File: config.mk
export PLATFORM = sky130hd
export DESIGN_NAME = fan_sched_ctrl
export DESIGN_NICKNAME = d
export VERILOG_FILES = /design/src/rtl/fan_sched_ctrl.sv
export SDC_FILE = /design/constraint.sdc
export NUM_CORES = 1
export LEC_CHECK = 0
export BUFFER_PORTS_ARGS = -buffer_cell sky130_fd_sc_hd__buf_4
export CORE_ASPECT_RATIO = 2
export CORE_MARGIN = 1.5
export CORE_UTILIZATION = 55
export DETAILED_ROUTE_END_ITERATION = 16
export PLACE_DENSITY = 0.76
export RECOVER_POWER = 25
export SETUP_SLACK_MARGIN = 0.5
export SLEW_MARGIN = 20
export SYNTH_ARGS = -nofsm -noshare
export SYNTH_HDL_FRONTEND = slang
export SYNTH_SLANG_ARGS = --single-unit
File: constraint.sdc
create_clock -name clk -period 9.9 [get_ports clk]
set_input_delay 0.495 -clock clk [delete_from_list [all_inputs] [get_ports clk]]
set_output_delay 0.495 -clock clk [all_outputs]
set_load 0.005 [all_outputs]
File: src/rtl/fan_sched_ctrl.sv
// Fan operating-state controller: speed sequencing across NORMAL/NATURAL/SLEEP modes
// plus the timed-shutdown countdown and its blinking indicator.
module fan_sched_ctrl #(
    parameter int TIMER_STEP_S   = 60,
    parameter int TIMER_MAX_S    = 480,
    parameter int NATURAL_PERIOD = 4,
    parameter int SLEEP_PERIOD   = 8,
    parameter int CNT_W          = 9
) (
    input  logic             clk,
    input  logic             rst_n,
    input  logic             tick_1s,
    input  logic             tick_250ms,
    input  logic             key_power,
    input  logic             key_speed,
    input  logic             key_mode,
    input  logic             key_timer,
    output logic [1:0]       speed,
    output logic [1:0]       mode,
    output logic [CNT_W-1:0] remain_s,
    output logic             timer_active,
    output logic             led_blink
);

    localparam int PH_MAX = (NATURAL_PERIOD > SLEEP_PERIOD) ? NATURAL_PERIOD : SLEEP_PERIOD;
    localparam int PH_W   = $clog2(PH_MAX + 1);

    typedef enum logic [1:0] {NORMAL = 2'd0, NATURAL = 2'd1, SLEEP = 2'd2} mode_e;

    mode_e             mode_q;
    logic [PH_W-1:0]   phase;
    logic              dir_up;

    logic              is_on;
    logic              dec;
    logic [CNT_W-1:0]  rem_d;
    logic [CNT_W:0]    sum;
    logic              over;
    logic              expire;
    logic              act_n;
    logic              clr;
    logic [PH_W-1:0]   phase_inc;
    logic              nat_hit;
    logic              slp_hit;

    assign mode = mode_q;

    always_comb begin
        is_on     = (speed != 2'd0);
        dec       = tick_1s & timer_active;
        rem_d     = remain_s - CNT_W'(dec);
        sum       = {1'b0, rem_d} + (CNT_W+1)'(TIMER_STEP_S);
        over      = (sum > (CNT_W+1)'(TIMER_MAX_S));
        // A timer press in the same cycle as the final decrement rescues the fan.
        expire    = dec & (rem_d == '0) & ~key_timer;
        act_n     = key_timer ? ~over : timer_active;
        clr       = ~rst_n | key_power | (is_on & expire);
        phase_inc = phase + PH_W'(1);
        nat_hit   = (mode_q == NATURAL) && (phase_inc == PH_W'(NATURAL_PERIOD));
        slp_hit   = (mode_q == SLEEP)   && (phase_inc == PH_W'(SLEEP_PERIOD));
    end

    always_ff @(posedge clk) begin
        if (clr) begin
            // Power press while OFF is the only clearing event that turns the fan on.
            speed        <= (rst_n && key_power && !is_on) ? 2'd1 : 2'd0;
            mode_q       <= NORMAL;
            remain_s     <= '0;
            timer_active <= 1'b0;
            led_blink    <= 1'b0;
            phase        <= '0;
            dir_up       <= 1'b1;
        end else if (is_on) begin
            if (key_timer) begin
                remain_s     <= over ? '0 : sum[CNT_W-1:0];
                timer_active <= ~over;
            end else begin
                remain_s     <= rem_d;
            end
            led_blink <= act_n ? (led_blink ^ (tick_250ms & timer_active)) : 1'b0;

            if (key_speed) begin
                speed  <= (speed == 2'd3) ? 2'd1 : speed + 2'd1;
                phase  <= '0;
                dir_up <= 1'b1;
            end else if (key_mode) begin
                case (mode_q)
                    NORMAL:  mode_q <= NATURAL;
                    NATURAL: mode_q <= SLEEP;
                    default: mode_q <= NORMAL;
                endcase
                phase  <= '0;
                dir_up <= 1'b1;
            end else if (tick_1s && mode_q != NORMAL) begin
                if (nat_hit) begin
                    phase <= '0;
                    // Ping-pong: bounce off HIGH and LOW so the sequence never pauses at an end.
                    if (dir_up) begin
                        if (speed == 2'd3) begin
                            speed  <= 2'd2;
                            dir_up <= 1'b0;
                        end else begin
                            speed  <= speed + 2'd1;
                        end
                    end else begin
                        if (speed == 2'd1) begin
                            speed  <= 2'd2;
                            dir_up <= 1'b1;
                        end else begin
                            speed  <= speed - 2'd1;
                        end
                    end
                end else if (slp_hit) begin
                    phase <= '0;
                    speed <= (speed > 2'd1) ? speed - 2'd1 : 2'd1;
                end else begin
                    phase <= phase_inc;
                end
            end
        end
    end

endmodule

==> results of run 1 <==
[Yosys cell counts (2+ instances only)]
cell / instances / share of area [%]
xnor2_1: 7 / 3.3
nand2_1: 18 / 3.7
a211oi_1: 2 / 0.82
nor2b_1: 3 / 1.0
a32oi_1: 2 / 0.95
nor3_1: 7 / 1.9
o311ai_1: 3 / 1.4
mux2i_1: 7 / 3.8
ha_1: 13 / 8.9
clkbuf_1: 7 / 1.4
mux2_2: 3 / 1.8
a221oi_1: 2 / 0.95
nand3_1: 6 / 1.6
o21ai_1: 2 / 0.54
o21ai_0: 11 / 3.0
buf_6: 3 / 1.8
buf_2: 2 / 0.54
o211ai_1: 4 / 1.6
a221o_1: 3 / 1.6
o22ai_1: 2 / 0.68
or3b_1: 2 / 0.95
edfxtp_1: 2 / 3.3
a21oi_1: 18 / 4.9
and3_1: 3 / 1.0
nor2_1: 27 / 5.5
nand3b_1: 4 / 1.6
xor2_1: 4 / 1.9
inv_1: 12 / 2.5
nand2b_1: 7 / 2.4
dfxtp_1: 18 / 20
a31oi_1: 3 / 1.0
nor3b_1: 2 / 0.82
nand4_1: 3 / 1.0
[worst max-delay path by stage]
stage,start,to
after global routing,timer_active$_SDFFE_PP0N_,remain_s[1]$_SDFFE_PP0N_
after floorplan,tick_1s,remain_s[3]$_SDFFE_PP0N_
after CTS,timer_active$_SDFFE_PP0N_,remain_s[3]$_SDFFE_PP0N_
final,timer_active$_SDFFE_PP0N_,remain_s[5]$_SDFFE_PP0N_
after global placement,tick_1s,remain_s[5]$_SDFFE_PP0N_
after detailed placement,tick_1s,remain_s[5]$_SDFFE_PP0N_
[critical path, delay by kind of cell, from the launching register on]
kind                       cells  cell delay, ns
DFF                            1            0.41
buffers and inverters          1            0.09
adders and majority gates      3            1.06
and+or+nand+nor                3            0.64
xor gates and xnor gates       2            0.42
AOI/OAI and AO/OA              4            0.87
[placed cells by master (no fill, tap or decap), types with 3 or more instances in the layout]
| cell type | synthesis | routed |
|---|---|---|
| inv_1 | 12 | 12 |
| a31oi_1 | 3 | 3 |
| nor2_1 | 27 | 27 |
| and3_1 | 3 | 3 |
| o311ai_1 | 3 | 3 |
| ha_1 | 13 | 13 |
| nand2b_1 | 7 | 7 |
| xor2_1 | 4 | 4 |
| clkbuf_4 | 0 | 9 |
| mux2i_1 | 7 | 7 |
| buf_4 | 1 | 14 |
| o21ai_0 | 11 | 11 |
| nand2_1 | 18 | 18 |
| clkbuf_8 | 0 | 3 |
| a21oi_1 | 18 | 18 |
| o211ai_1 | 4 | 4 |
| nor3_1 | 7 | 7 |
| a221o_1 | 3 | 3 |
| nand3b_1 | 4 | 4 |
| nand4_1 | 3 | 3 |
| dfxtp_1 | 18 | 18 |
| xnor2_1 | 7 | 7 |
| nand3_1 | 6 | 6 |
| mux2_2 | 3 | 3 |
| nor2b_1 | 3 | 3 |
[state kept, by name, summed over array words and instances, names as in the netlist]
signal and flops:
speed 2, timer_active 1, phase 4, led_blink 1, mode 2, dir_up 1, remain_s 9
[cell type report]
class	instances	area, um^2
clock buffers	3	41.3
clock inverters	1	3.75
fillers	316	1180
flip-flops and latches	20	420
repair buffers	23	173
well taps	31	38.8
multi-input cells	191	1290
inverters	12	45.0
[layer usage]
| layer | routed length, um | GRT usage (%) | up-vias |
|---|---|---|---|
| li1 | - | - | 887 |
| met1 | 1620 | 28.4 | 840 |
| met3 | 156 | 2.58 | 24 |
| met5 | 0 | 0 | - |
| met2 | 2590 | 48.5 | 57 |
| met4 | 293 | 19.0 | 0 |
[metrics by stage]
step           cells  hold WS [ns]  cell area, um^2
2_1_floorplan    236         0.456             1840
3_3_place_gp     277         0.476             1970
3_5_place_dp     277         0.486             1970
5_1_grt          281         0.517             2020
6_report         281         0.496             2020
4_1_cts          281         0.503             2020
[cell families (layout without fill, tap and decap cells)]
logic type / count (synthesis) / in the layout / share of synthesized area, %
buffers and inverters: 25 / 39 / 6.68
XOR/XNOR: 11 / 11 / 5.25
adder cells (fa/ha/maj): 13 / 13 / 8.86
multiplexers: 10 / 10 / 5.65
AO/OA/AOI/OAI: 63 / 63 / 22.8
AND/OR/NAND/NOR: 94 / 94 / 27.9
flip-flops: 20 / 20 / 22.9
[power by group through the flow]
| stage | logic, uW | clock network, uW | registers [uW] |
|---|---|---|---|
| after floorplan | 59.3 | 0 | 91.2 |
| after global placement | 76.9 | 0 | 94.6 |
| after detailed placement | 76.5 | 0 | 94.6 |
| after CTS | 77.1 | 55.0 | 92.7 |
| after global routing | 87.0 | 60.6 | 93.5 |
| final | 77.2 | 54.3 | 92.7 |
==> flow_summary.ini, run 1 <==
[status]
status = finished, final reports clean

[synth]
synth_edf_count = 2
netlist_area_um2 = 1840
async_reset_ff_share_pct = 0
syn_nets = 257
syn_inst = 236
dominantRegCellSynth = dfxtp_1
syn-mean-instance-area_um2 = 7.78
synth_cell_types = 57
ys_seq_area_share_pct = 22.9
synth_warnings = 0
synth-seq-cells = 20

[min_path]
hold_start = led_blink$_SDFFE_PP0N_
hold_end = led_blink$_SDFFE_PP0N_
hold_depth = 2
min_path_type = flop to flop

[sta]
fmax_mhz = 276
finalSetupViolations = 0
period_needed_ns = 3.62
relSlewSlack_pct = 50.5
period_share_pct = 36.6
slew_viol_final = 0
hold_viol_final = 0
rsz0062_at_grt = no
worst_pin_slew_ns = 0.743
setup_ws_ns = 6.28
skew_ns = 0.00464
setup_tns_ns = 0

[drt]
antenna_left = 0
avgViaCountPerCell = 6.43
drc_errors = 0
vias = 1808
drt_iter0_markers = 44
drt-wirelength-per-cell_um = 16.6
drt_wl_total_um = 4660
drt_pass1_iterations = 4

[placement]
place_congestion = 0.973
dp_hpwl_um = 3640
pre_cts_slack_ns = 6.16
io_buffers = 22

[power_and_ir_drop]
power_uw = 224
pwr-share-comb_pct = 34.4
clkPwrFrac_pct = 24.2
leakagePower_uw = 0.000785
worst_ir_drop_vdd_v = 0.000102
p_switching_uw = 79.5
p_seq_share_pct = 41.3
pwr_density_cell_nw_per_um2 = 111
switching_share_pct = 35.5
p_int_uw = 145

[clocking]
htree_levels = 1
clk_pin_slew_ns = 0.08
insertion_delay_ns = 0.26
ctsResizeCount = 0
hold_buffers = 0
cts_setup_buffers = 0
clock_path_buffers = 2
cts_sinks = 20
tritoncts.num_buffers = 3
cts_root_buffer = clkbuf_8
cts_tree = yes

[worst_setup_path]
crit_path_end_kind = flop
worstRegToRegCells = 13
r2r-start = timer_active$_SDFFE_PP0N_
criticalPathCategory = flop to flop
slowest_stage = ha_1
path_common_cell = ha_1
required_ns = 10.02
max_stage_delay_ns = 0.59
r2r_slack_ns = 6.28
r2r-end = remain_s[5]$_SDFFE_PP0N_
start_kind = flop
cp_max_fo = 21
worstPathCellList = and2_1 > ha_1 > ha_1 > xor2_1 > inv_1 > ha_1 > nor4bb_1 > a32oi_1 > o211ai_1 > xnor2_1 > nand3b_1 > o21ai_2 > a21oi_1
cp.arrival_ns = 3.74

[global_routing]
globalRoute.totalOverflow = 0
antenna_found_initial = 0
grt_max_degree = 25
grt_pass1_vias = 1715
grt_pass1_wl_um = 7820
grt_usage_pct = 27.5

[die]
ioPinCount = 23
coreArea_um2 = 3190
die_height_um = 84.7
die-area_um2 = 3720
dieWidth_um = 43.9
start_util_pct = 57.5
fp-row-count = 29

[final_layout]
synthToLayoutAreaGrowth_pct = 9.74
num_antenna_cells = 0
fin_nets = 272
drive_gt1_share_pct = 14.8
finish.utilization_pct = 63.1

[job]
cap_violations = 0
Note: power is estimated with default switching activity, not from simulation.
==> inputs of run 2 (changes only) <==
--- a/config.mk
+++ b/config.mk
@@ -5,12 +5,13 @@
 export SDC_FILE = /design/constraint.sdc
 export NUM_CORES = 1
 export LEC_CHECK = 0
+export ABC_AREA = 1
 export BUFFER_PORTS_ARGS = -buffer_cell sky130_fd_sc_hd__buf_4
 export CORE_ASPECT_RATIO = 2
 export CORE_MARGIN = 1.5
-export CORE_UTILIZATION = 55
+export CORE_UTILIZATION = 51
 export DETAILED_ROUTE_END_ITERATION = 16
-export PLACE_DENSITY = 0.76
+export PLACE_DENSITY = 0.75
 export RECOVER_POWER = 25
 export SETUP_SLACK_MARGIN = 0.5
 export SLEW_MARGIN = 20
==> constraint.sdc (replaced) <==
create_clock -name clk -period 3 [get_ports clk]
set_input_delay 0.15 -clock clk [delete_from_list [all_inputs] [get_ports clk]]
set_output_delay 0.15 -clock clk [all_outputs]
set_load 0.005 [all_outputs]
==> flow_summary.ini, run 2 <==
[status]
status = finished, final reports clean

[synth]
synth_top_area_share_pct = 22.6
syn_inst = 252
yosysMostFrequentCell = nand2_1
synth.area.top_cells = dfxtp_1 (23%), nand2_1 (14%), ha_1 (10%), inv_1 (8.9%), nand3_1 (7.5%)
dominantRegCellSynth = dfxtp_1
synth.largest_area_cell = dfxtp_1
netlist_area_um2 = 1590
synth_common_cells = nand2_1 (59), inv_1 (38), nor2_1 (27)
ys_seq_area_share_pct = 26.4
syn-mean-instance-area_um2 = 6.33
syn_nets = 273
async_reset_ff_share_pct = 0
synth_warnings = 0
synth_cell_types = 27
synth_edf_count = 2
synth-seq-cells = 20

[final_layout]
final_common_cell = nand2_1
largest_reg_flops = 9
largestRegisters = remain_s: 9 flops, phase: 4 flops
top_register = remain_s
drive_gt1_share_pct = 17.3
final_cell_mix = nand2_1 (56), inv_1 (36), nor2_1 (25)
num_antenna_cells = 0
synthToLayoutAreaGrowth_pct = 20.9
fin_nets = 300
fin_area_um2 = 1930
final_cells = 308

[clocking]
clock_path_buffers = 2
tritoncts.num_buffers = 3
clk_pin_slew_ns = 0.08
insertion_delay_ns = 0.26
cts_sinks = 20
hold_buffers = 0
cts_root_buffer = clkbuf_8
cts_tree = yes
htree_levels = 1

[worst_setup_path]
start_kind = flop
required_ns = 3.20
crit_path_end_kind = flop
criticalPathCategory = flop to flop
cp_max_fo = 7
cp.arrival_ns = 2.59

[die]
coreArea_um2 = 2980
die_height_um = 82.1
start_util_pct = 53.5
die-area_um2 = 3490
fp-row-count = 28
ioPinCount = 23
dieWidth_um = 42.5

[placement]
place_inst = 303
io_buffers = 22
place_congestion = 0.851
pre_cts_slack_ns = 0.277
dp_hpwl_um = 3340
place_area_um2 = 1800

[global_routing]
grt_max_degree = 16
antenna_found_initial = 0
globalRoute.totalOverflow = 0
grt_pass1_vias = 1547
grt_usage_pct = 25.5
grt_pass1_wl_um = 6730

[sta]
period_share_pct = 79.8
setup_tns_ns = 0
skew_ns = 0.00122
hold_viol_final = 0
period_needed_ns = 2.39
slew_viol_final = 0
finalSetupViolations = 0
setup_ws_ns = 0.606
fmax_mhz = 418
relSlewSlack_pct = 75.0
worst_pin_slew_ns = 0.375
rsz0062_at_grt = no

[drt]
drc_errors = 0
drt_wl_total_um = 4170
antenna_left = 0
vias = 1684
avgViaCountPerCell = 5.47
drt_iter0_markers = 34
drt-wirelength-per-cell_um = 13.5
drt_pass1_iterations = 4

[min_path]
min_path_type = input pin to flop

[power_and_ir_drop]
pwr_density_cell_nw_per_um2 = 421
leakagePower_uw = 0.000939
worst_ir_drop_vdd_v = 0.000322

[job]
cap_violations = 0
[run 2: cell types whose count changed after synthesis, moves of 5 or more]
| cell | delta |
|---|---|
| inv_1 | +26 |
| o21ai_0 | +7 |
| mux2i_1 | -7 |
| nand2_1 | +41 |
| xnor2_1 | -5 |
| nand2b_1 | -7 |
| nand2_2 | +5 |
| nand3_1 | +18 |
[run 2: metrics by stage]
step	utilization, %	hold WS (ns)	total power (uW)
finish	64.7	0.226	811
global route	64.7	0.249	861
CTS	63.7	0.230	804
detailed placement	60.5	0.478	560
global placement	60.5	0.469	556
floorplan	-	0.378	477
[run 2: repair_timing]
item,4_1_cts,5_1_grt
setup buffers,0,1
pin swaps,1,3
endpoints found under the hold margin,0,0
gates resized for setup,6,9
endpoints found under the setup margin,14,13
[run 2: cells by family after synthesis]
logic type	share of synthesized area (%)
adders and majority gates	10.2
AOI/OAI and AO/OA	16.3
buffers and inverters	9.97
xor gates and xnor gates	1.65
DFF	26.4
and+or+nand+nor	35.5
[run 2: final timing paths]
| kind | from | cells after the start | slack, ns | endpoint |
|---|---|---|---|---|
| setup / recovery | timer_active$_SDFFE_PP0N_ | 17 | 0.61 | remain_s[5]$_SDFFE_PP0N_ |
| hold / removal | key_power | 2 | 0.23 | speed[0]$_DFFE_PP_ |
| setup reg to reg | timer_active$_SDFFE_PP0N_ | 17 | 0.61 | remain_s[5]$_SDFFE_PP0N_ |
| hold reg to reg | led_blink$_SDFFE_PP0N_ | 2 | 0.49 | led_blink$_SDFFE_PP0N_ |
[run 2: final cells by class]
| cell class | instances | area (um^2) |
|---|---|---|
| Timing Repair Buffer | 26 | 195 |
| Clock buffer | 4 | 66.3 |
| Sequential cell | 20 | 420 |
| Multi-Input combinational cell | 190 | 1060 |
| Fill cell | 310 | 1050 |
| Inverter | 38 | 143 |
| Tap cell | 30 | 37.5 |
[run 2: worst max-delay path, stage by stage, from the launching register on]
cell,delay [ns]
dfxtp_1,0.39
nand2_1,0.11
inv_2,0.08
ha_4,0.17
ha_4,0.16
nand2_1,0.10
nand2_4,0.12
ha_2,0.19
inv_2,0.05
nor2_4,0.13
nand2_2,0.08
nand3_1,0.08
nand2_1,0.07
nand3_1,0.10
nand2_2,0.08
nor2_4,0.20
nand2_1,0.08
a21oi_1,0.12
[run 2: metal layers]
metal / routed length [um] / vias up / track usage [%] / share of wire (%)
met2: 2430 / 34 / 51.7 / 58
li1: - / 874 / - / -
met1: 1490 / 760 / 23.8 / 36
met4: 181 / 0 / 14.7 / 4.3
met3: 71 / 16 / 1.98 / 1.7
met5: 0 / - / 0 / 0
[run 2: power breakdown]
group	internal, uW	total (uW)	switching, uW
clock network	145	245	101
registers	284	307	22.6
logic	97.0	259	162
==> inputs of run 3 (changes only) <==
==> constraint.sdc (replaced) <==
create_clock -name clk -period 2.2 [get_ports clk]
set_input_delay 0.11 -clock clk [delete_from_list [all_inputs] [get_ports clk]]
set_output_delay 0.11 -clock clk [all_outputs]
set_load 0.005 [all_outputs]
==> flow_summary.ini, run 3 (synthesis gave the netlist of run 2 again) <==
[placement]
io_buffers = 22
dp_hpwl_um = 3370
pre_cts_slack_ns = -0.0698
place_congestion = 0.880

[min_path]
hold_start = key_power
hold_depth = 2
min_path_type = input pin to flop
hold_end = speed[0]$_DFFE_PP_

[final_layout]
top_register = remain_s
fill_cells = 264
drive_gt1_share_pct = 32.9
synthToLayoutAreaGrowth_pct = 37.4
num_antenna_cells = 0
largestRegisters = remain_s: 9 flops, phase: 4 flops
largest_reg_flops = 9
final_cell_mix = nand2_1 (47), buf_4 (33), inv_1 (32)
fin_nets = 314
final_common_cell = nand2_1

[clocking]
clk_pin_slew_ns = 0.08
cts_root_buffer = clkbuf_8
tritoncts.num_buffers = 3
cts_sinks = 20
hold_buffers = 0
htree_levels = 1
insertion_delay_ns = 0.27
cts_tree = yes
clock_path_buffers = 2

[power_and_ir_drop]
power_uw = 1160
worst_ir_drop_vdd_v = 0.000470
pwr_density_cell_nw_per_um2 = 529
p_seq_share_pct = 35.3
pwr-share-comb_pct = 39.2
switching_share_pct = 37.5
clkPwrFrac_pct = 25.5
p_switching_uw = 435
leakagePower_uw = 0.00104
p_int_uw = 725

[die]
die-area_um2 = 3490
start_util_pct = 53.5
coreArea_um2 = 2980
die_height_um = 82.1
fp-row-count = 28
dieWidth_um = 42.5
ioPinCount = 23

[status]
violations = setup timing
status = finished with violations

[sta]
fmax_mhz = 449
period_share_pct = 101
period_needed_ns = 2.23
relSlewSlack_pct = 69.8
finalSetupViolations = 5
worst_pin_slew_ns = 0.453
setup_ws_ns = -0.0256
hold_viol_final = 0
rsz0062_at_grt = yes
skew_ns = 0.00353
slew_viol_final = 0

[worst_setup_path]
start_kind = flop
r2r_slack_ns = -0.03
required_ns = 2.36
worstRegToRegCells = 19
r2r-start = timer_active$_SDFFE_PP0N_
criticalPathCategory = flop to flop
cp_max_fo = 6
crit_path_end_kind = flop
cp.arrival_ns = 2.39
r2r-end = remain_s[1]$_SDFFE_PP0N_

[job]
cap_violations = 0

[drt]
vias = 1828
antenna_left = 0
drc_errors = 0
avgViaCountPerCell = 5.68
drt-wirelength-per-cell_um = 14.3
drt_iter0_markers = 63
drt_wl_total_um = 4610
drt_pass1_iterations = 4

[global_routing]
top_usage_layer = met2
grt_usage_pct = 27.5
grt_pass1_vias = 1765
grtUsageMet3_pct = 2.86
antenna_found_initial = 0
grt_util_met2_pct = 54.5
globalRoute.totalOverflow = 0
met1_usage_pct = 25.8
grt_pass1_wl_um = 7400
grt_max_degree = 16
==> run 3: cell types whose count changed in the layout (fill, tap and decap cells not counted), moves of 5 or more <==
| cell | delta |
|---|---|
| buf_4 | +15 |
| nand2_1 | -9 |
| nand2_2 | +8 |
| nand3_1 | -6 |
| nand3_2 | +6 |
| o21ai_0 | -5 |
==> run 3: metrics by stage <==
stage | utilization [%] | hold slack, ns | instance area (um^2) | TNS (ns) | cells
2_1_floorplan | - | 0.328 | 1650 | 0 | 252
3_3_place_gp | 64.8 | 0.458 | 1930 | -0.0936 | 312
3_5_place_dp | 64.8 | 0.463 | 1930 | -0.211 | 312
4_1_cts | 71.7 | 0.187 | 2140 | 0 | 320
5_1_grt | 73.6 | 0.193 | 2190 | -1.97 | 322
6_report | 73.6 | 0.186 | 2190 | -0.0981 | 322
==> run 3: how the worst max path moves through the flow <==
| stage | startpoint | to | slack, ns |
|---|---|---|---|
| global placement | timer_active$_SDFFE_PP0N_ | remain_s[4]$_SDFFE_PP0N_ | -0.05 |
| detailed placement | timer_active$_SDFFE_PP0N_ | speed[1]$_SDFFCE_PP0P_ | -0.07 |
| floorplan | timer_active$_SDFFE_PP0N_ | speed[0]$_DFFE_PP_ | 0.12 |
| CTS | timer_active$_SDFFE_PP0N_ | remain_s[7]$_SDFFE_PP0N_ | 0.06 |
| global route | timer_active$_SDFFE_PP0N_ | remain_s[7]$_SDFFE_PP0N_ | -0.15 |
| finish | timer_active$_SDFFE_PP0N_ | remain_s[1]$_SDFFE_PP0N_ | -0.03 |
==> run 3: area by class of cell <==
class                           count  area (um^2)  area share (%)
Sequential cell                    20          422            19.2
Tap cell                           30         37.5            1.71
Multi-Input combinational cell    190         1200            54.8
Clock buffer                        4         55.1            2.51
Inverter                           38          145            6.62
Timing Repair Buffer               40          332            15.1
==> run 3: power by group through the flow <==
stage | sequential (uW) | combinational, uW | clock (uW)
finish | 410 | 454 | 296
global route | 413 | 500 | 307
CTS | 409 | 424 | 299
detailed placement | 418 | 368 | 0
global placement | 417 | 364 | 0
floorplan | 421 | 241 | 0
==> run 3: metal layers <==
layer | share of wire [%] | vias up
li1 | - | 902
met1 | 35 | 861
met2 | 58 | 42
met3 | 2.0 | 23
met4 | 4.6 | 0
met5 | 0 | -
==> run 3: repair_timing <==
| item | in CTS | in global routing |
|---|---|---|
| resized for setup | 29 | 15 |
| endpoints found under the setup margin | 22 | 22 |
| gates cloned | 1 | 0 |
| pin swaps | 22 | 2 |
| setup buffers | 3 | 2 |
==> run 3: critical path: stages (launching register included) <==
cell and delay (ns):
dfxtp_2 0.33, nand2_2 0.06, inv_2 0.04, ha_4 0.17, ha_4 0.17, inv_2 0.05
nand2_2 0.05, nand2_4 0.12, ha_4 0.17, inv_4 0.04, nor2_4 0.11, nand2_2 0.09
nand2_1 0.08, nand2_1 0.07, nor2_2 0.11, nand3_2 0.09, nand2_2 0.10, nand2_2 0.11
nand2_1 0.08, a21oi_1 0.06
